===== src/rtl/serial_subtractor8_pkg.sv =====
// Shared types and sizing helpers for the bit-serial subtractor.
package sub_pkg;

  localparam int WIDTH_DEF = 8;

  typedef enum logic [1:0] {
    IDLE = 2'd0,
    RUN  = 2'd1,
    DONE = 2'd2
  } state_e;

  // Bit counter width; guard keeps a 1-bit counter legal for tiny widths.
  function automatic int cnt_w(input int w);
    return (w > 1) ? $clog2(w) : 1;
  endfunction

endpackage


===== src/rtl/serial_subtractor8_if.sv =====
// Start/busy/done request bus for the bit-serial subtractor.
interface serial_subtractor8_if #(parameter int WIDTH = sub_pkg::WIDTH_DEF);
  logic             start;
  logic [WIDTH-1:0] a;
  logic [WIDTH-1:0] b;
  logic             bin;
  logic             busy;
  logic             done;
  logic [WIDTH-1:0] diff;
  logic             bout;
  logic             zero;
  logic             ovf;

  modport master (
    output start, a, b, bin,
    input  busy, done, diff, bout, zero, ovf
  );

  modport slave (
    input  start, a, b, bin,
    output busy, done, diff, bout, zero, ovf
  );
endinterface


===== src/rtl/serial_subtractor8_full_subtractor.sv =====
// Single-bit full subtractor: d = a - b - bin with borrow out.
module full_subtractor (
  input  logic a,
  input  logic b,
  input  logic bin,
  output logic d,
  output logic bout
);
  assign d    = a ^ b ^ bin;
  assign bout = (~a & b) | (~(a ^ b) & bin);
endmodule


===== src/rtl/serial_subtractor8.sv =====
// Bit-serial A - B - Bin, LSB first, one bit per clock via one full_subtractor.
// SUB_SAT_EN: unsigned saturation (diff clamps to 0 on borrow out).
module serial_subtractor8
  import sub_pkg::*;
#(
  parameter int WIDTH = WIDTH_DEF
) (
  input  logic                 clk,
  input  logic                 rst_n,
  serial_subtractor8_if.slave  bus
);

  localparam int CW = cnt_w(WIDTH);

  state_e           state;
  logic [WIDTH-1:0] a_sr, b_sr, r_sr;
  logic             brw;
  logic [CW-1:0]    cnt;

  logic [WIDTH-1:0] diff_q;
  logic             bout_q, zero_q, ovf_q;

  logic             d, brw_nx, last;
  logic [WIDTH-1:0] diff_nx, res;

  full_subtractor u_fs (
    .a    (a_sr[0]),
    .b    (b_sr[0]),
    .bin  (brw),
    .d    (d),
    .bout (brw_nx)
  );

  assign last    = (cnt == CW'(WIDTH - 1));
  // On the last bit the full result is the new MSB over the bits shifted in so far.
  assign diff_nx = {d, r_sr[WIDTH-1:1]};

`ifdef SUB_SAT_EN
  assign res = brw_nx ? '0 : diff_nx;
`else
  assign res = diff_nx;
`endif

  always_ff @(posedge clk or negedge rst_n) begin
    if (!rst_n) begin
      state  <= IDLE;
      a_sr   <= '0;
      b_sr   <= '0;
      r_sr   <= '0;
      brw    <= 1'b0;
      cnt    <= '0;
      diff_q <= '0;
      bout_q <= 1'b0;
      zero_q <= 1'b0;
      ovf_q  <= 1'b0;
    end else begin
      case (state)
        IDLE: begin
          if (bus.start) begin
            a_sr  <= bus.a;
            b_sr  <= bus.b;
            brw   <= bus.bin;
            r_sr  <= '0;
            cnt   <= '0;
            state <= RUN;
          end
        end
        RUN: begin
          a_sr <= a_sr >> 1;
          b_sr <= b_sr >> 1;
          brw  <= brw_nx;
          r_sr <= diff_nx;
          cnt  <= cnt + 1'b1;
          if (last) begin
            state  <= DONE;
            diff_q <= res;
            bout_q <= brw_nx;
            zero_q <= (res == '0);
            // brw is the borrow into the MSB on this cycle.
            ovf_q  <= brw ^ brw_nx;
          end
        end
        DONE:    state <= IDLE;
        default: state <= IDLE;
      endcase
    end
  end

  assign bus.busy = (state == RUN);
  assign bus.done = (state == DONE);
  assign bus.diff = diff_q;
  assign bus.bout = bout_q;
  assign bus.zero = zero_q;
  assign bus.ovf  = ovf_q;

endmodule


===== src/flat_wrapper.sv =====
// flat-port wrapper written by rule: the top's interface ports become plain ports
module serial_subtractor8_flat import sub_pkg::*;
#(
  parameter int WIDTH = WIDTH_DEF
)
  (clk, rst_n, bus_start, bus_a, bus_b, bus_bin, bus_busy, bus_done, bus_diff, bus_bout, bus_zero, bus_ovf);
  serial_subtractor8_if #(.WIDTH(WIDTH)) bus_i ();
  input  logic clk;
  input  logic rst_n;
  input wire logic [$bits(bus_i.start)-1:0] bus_start;
  input wire logic [$bits(bus_i.a)-1:0] bus_a;
  input wire logic [$bits(bus_i.b)-1:0] bus_b;
  input wire logic [$bits(bus_i.bin)-1:0] bus_bin;
  output wire logic [$bits(bus_i.busy)-1:0] bus_busy;
  output wire logic [$bits(bus_i.done)-1:0] bus_done;
  output wire logic [$bits(bus_i.diff)-1:0] bus_diff;
  output wire logic [$bits(bus_i.bout)-1:0] bus_bout;
  output wire logic [$bits(bus_i.zero)-1:0] bus_zero;
  output wire logic [$bits(bus_i.ovf)-1:0] bus_ovf;
  assign bus_i.start = bus_start;
  assign bus_i.a = bus_a;
  assign bus_i.b = bus_b;
  assign bus_i.bin = bus_bin;
  assign bus_busy = bus_i.busy;
  assign bus_done = bus_i.done;
  assign bus_diff = bus_i.diff;
  assign bus_bout = bus_i.bout;
  assign bus_zero = bus_i.zero;
  assign bus_ovf = bus_i.ovf;
  serial_subtractor8 #(.WIDTH(WIDTH)) u_core (.clk(clk), .rst_n(rst_n), .bus(bus_i));
endmodule

===== config.mk =====
export PLATFORM = sky130hd
export DESIGN_NAME = serial_subtractor8_flat
export DESIGN_NICKNAME = d
export VERILOG_FILES = /design/src/rtl/serial_subtractor8_pkg.sv /design/src/rtl/serial_subtractor8_if.sv /design/src/rtl/serial_subtractor8_full_subtractor.sv /design/src/rtl/serial_subtractor8.sv /design/src/flat_wrapper.sv
export SDC_FILE = /design/constraint.sdc
export NUM_CORES = 1
export LEC_CHECK = 0
export ABC_CLOCK_PERIOD_IN_PS = 1500
export BUFFER_PORTS_ARGS = -buffer_cell sky130_fd_sc_hd__clkbuf_2
export CAP_MARGIN = 20
export CORE_MARGIN = 2
export CORE_UTILIZATION = 49
export CTS_BUF_LIST = sky130_fd_sc_hd__clkbuf_16
export CTS_CLUSTER_DIAMETER = 100
export DETAILED_ROUTE_END_ITERATION = 8
export PLACE_DENSITY = 0.82
export SYNTH_ARGS = -nofsm -noshare
export SYNTH_HDL_FRONTEND = slang
export SYNTH_SLANG_ARGS = --single-unit

===== constraint.sdc =====
create_clock -name clk -period 1.5 [get_ports clk]
set_input_delay 0.3 -clock clk [delete_from_list [all_inputs] [get_ports clk]]
set_output_delay 0.3 -clock clk [all_outputs]
set_load 0.02 [all_outputs]

==> flow_metrics.tcl <==
set metrics [dict create \
    synth-async-reset-ratio_pct 100.0 \
    cp.required_ns 1.20 \
    io_buffers 32 \
    p_comb_share_pct 38.5 \
    boundaryPins 33 \
    crit-reg2reg-capture "u_core.bus.diff[6]" \
    seqPwrFrac_pct 40.5 \
    die_area_mm2 0.004039 \
    start_util_pct 51.67 \
    cts_buffer_depth 2 \
    synth_top_cell_area_share_pct 57.60 \
    fin_tns_setup_ns 0 \
    maxCapViolations 0 \
    drive_gt1_share_pct 38.25 \
    seqCellArea_mm2 0.001002 \
    cp_max_fo 7 \
    ys_ff_latch 40 \
    syn_to_final_growth_pct 24.19 \
    drtIter0Drc 44 \
    cts_buffers 5 \
    multi_input_area_um2 665.6 \
    dp.cells 213 \
    p_switching_w 0.001668 \
    r2r_slack_ns 0.09 \
    fin_skew_ns 0.003124 \
    final_common_cell "dfrtp_1" \
    seq_area_frac_synth_pct 57.60 \
    syn_area_mm2 0.001738 \
    rsz0062_at_grt "no" \
    final_hold_viol_count 0 \
    rr_startpoint "u_core.cnt[0]" \
    layout_common_cells "dfrtp_1 (39), clkbuf_2 (31), nand2_1 (18), o21ai_0 (15), a22oi_1 (14)" \
    hold_class "in2async" \
    n_antenna_cell 0 \
    yosys.area.top_type "dfrtp_1" \
    grt_overflow 0 \
    grtUsageTotal_pct 18.08 \
    clkTransAtPathRegs_ns 0.06 \
    fp.coreArea_mm2 0.003363 \
    finalCriticalPeriod_ns 1.460 \
    place_congestion 0.7082 \
    slew_headroom_pct 58.24 \
    tritoncts "yes" \
    antenna_found_initial 0 \
    cts_root_buf "clkbuf_16" \
    vias_per_cell 5.541 \
    worstSetupEndpoint "bus_busy" \
    antenna_left 0 \
    holdBufCountCts 0 \
    wl_per_cell_um 15.42 \
    syn_area_per_cell_um2 12.59 \
    tightest_slew_ns 0.6247 \
    die_y_um 63.56 \
    clk_latency_ns 0.28 \
    grt_pass1_vias 1220 \
    crit_arrival_ns 1.16 \
    p_int_w 0.003014 \
    vias 1269 \
    slew_violations 0 \
    crit_start "u_core.state[1]" \
    dieWidth_um 63.56 \
    cts.sinks 40 \
    p_clk_share_pct 21.1 \
    worst_setup_path_start_kind "flip-flop" \
    status "complete, no violations" \
    synth_edf_count 0 \
    htree_num_levels 2 \
    leakage_nw 1.053 \
    path_class "reg2out" \
    nNetsFinal 206 \
    final-setup-viol-count 0 \
    synth_fp_nets 161 \
    endpoint_kind "output port" \
    synth_cells 138 \
    r2r_cells 4 \
    routed_wl_mm 3.531 \
    max_freq_ghz 0.6848 \
    yosysUniqueCellTypes 26 \
    switching_share_pct 35.63 \
    synth_ff_type "dfrtp_1" \
    ir_worst_vdd_mv 0.8205 \
    grt_max_degree 28 \
    finalNonFillerCells 229 \
    post-route-period-util_pct 97.36 \
    yosys-top-cells-area "dfrtp_1 (58%), a22oi_1 (6.0%), a22o_1 (5.5%), o21ai_0 (4.3%), nand2_1 (3.9%)" \
    dp_hpwl_mm 2.345 \
    row_count 21 \
    n_fill_cell 270 \
    drc 0 \
    power_density_mw_per_mm2 2169 \
    grt_pass1_wl_mm 5.561 \
    dr.pass1.iters 6 \
    ys_warn_count 0 \
]
==> cells by family after synthesis <==
group / synth area share [%]
AND/OR/NAND/NOR: 8.639
XOR/XNOR: 0.5041
adder cells (fa/ha/maj): 2.592
multiplexers: 6.479
buffers and inverters: 5.255
flip-flops: 57.60
AO/OA/AOI/OAI: 18.93
==> repair_timing <==
action / 4_1_cts / 5_1_grt
setup endpoints to repair: 2 / 11
gates cloned: 0 / 1
buffers inserted: 1 / 7
gates resized for setup: 2 / 4
pin swaps: 0 / 1
==> state kept, by name, indices dropped and copies added (netlist names) <==
name,count
u_core.bus.zero,1
u_core.b_sr,8
u_core.bus.bout,1
u_core.state,2
u_core.bus.ovf,1
u_core.bus.diff,8
u_core.a_sr,8
u_core.cnt,3
u_core.r_sr,7
u_core.brw,1
==> cell type report <==
class,instances,area share [%]
inverter,3,0.5217
clock buffer,5,5.797
sequential,40,46.43
tap,46,2.667
clock inverter,2,0.5797
timing repair buffer,46,13.16
multi-input combinational,87,30.84
==> metal layers <==
metal	part of all wire [%]	track usage, %	up-vias	wire length (um)
met4	2.1	10.05	0	74
met3	4.1	4.821	9	145
met2	51	28.68	36	1811
met5	0	0	-	0
met1	42	22.37	633	1500
li1	-	-	591	-
==> through the flow <==
stage	hold WS [ns]	total power (W)	cell area, um2	worst slack, ns	util [%]
detailed placement	0.3196	0.003564	1933	0.02224	57.48
global placement	0.3074	0.003448	1933	0.06326	57.48
CTS	0.02528	0.004592	2082	0.001651	61.90
finish	0.005228	0.004682	2158	0.03967	64.17
floorplan	0.004409	0.003122	1738	0.07176	-
global route	0.05223	0.004981	2158	0.004902	64.17
==> power groups by stage <==
stage | registers [W] | logic [W] | clock network, W
2_1_floorplan | 0.00199 | 0.00113 | 0
3_3_place_gp | 0.00186 | 0.00159 | 0
3_5_place_dp | 0.00190 | 0.00167 | 0
4_1_cts | 0.00188 | 0.00170 | 0.00101
5_1_grt | 0.00195 | 0.00198 | 0.00105
6_report | 0.00189 | 0.00180 | 0.000988
==> worst min-delay path by stage <==
stage | endpoint | slack, ns
3_3_place_gp | u_core.brw | 0.31
4_1_cts | u_core.cnt[2] | 0.03
3_5_place_dp | u_core.a_sr[2] | 0.32
2_1_floorplan | u_core.a_sr[0] | 0.004
5_1_grt | u_core.brw | 0.05
6_report | u_core.a_sr[0] | 0.005
==> cells in the mapped netlist, drive strengths merged (2+ instances only) <==
cell type   n
nor2b       3
nor4        2
inv         3
a22oi      14
nand2      18
mux2        9
a22o       11
dfrtp      40
clkbuf      2
nand2b      2
o21ai      17
ha          2
buf         7
==> worst max-delay path, cell delays in order (launching register included) <==
cell	delay [ns]
dfrtp_1	0.48
nor2b_4	0.21
clkbuf_2	0.20
Note: power is estimated with default switching activity, not from simulation.
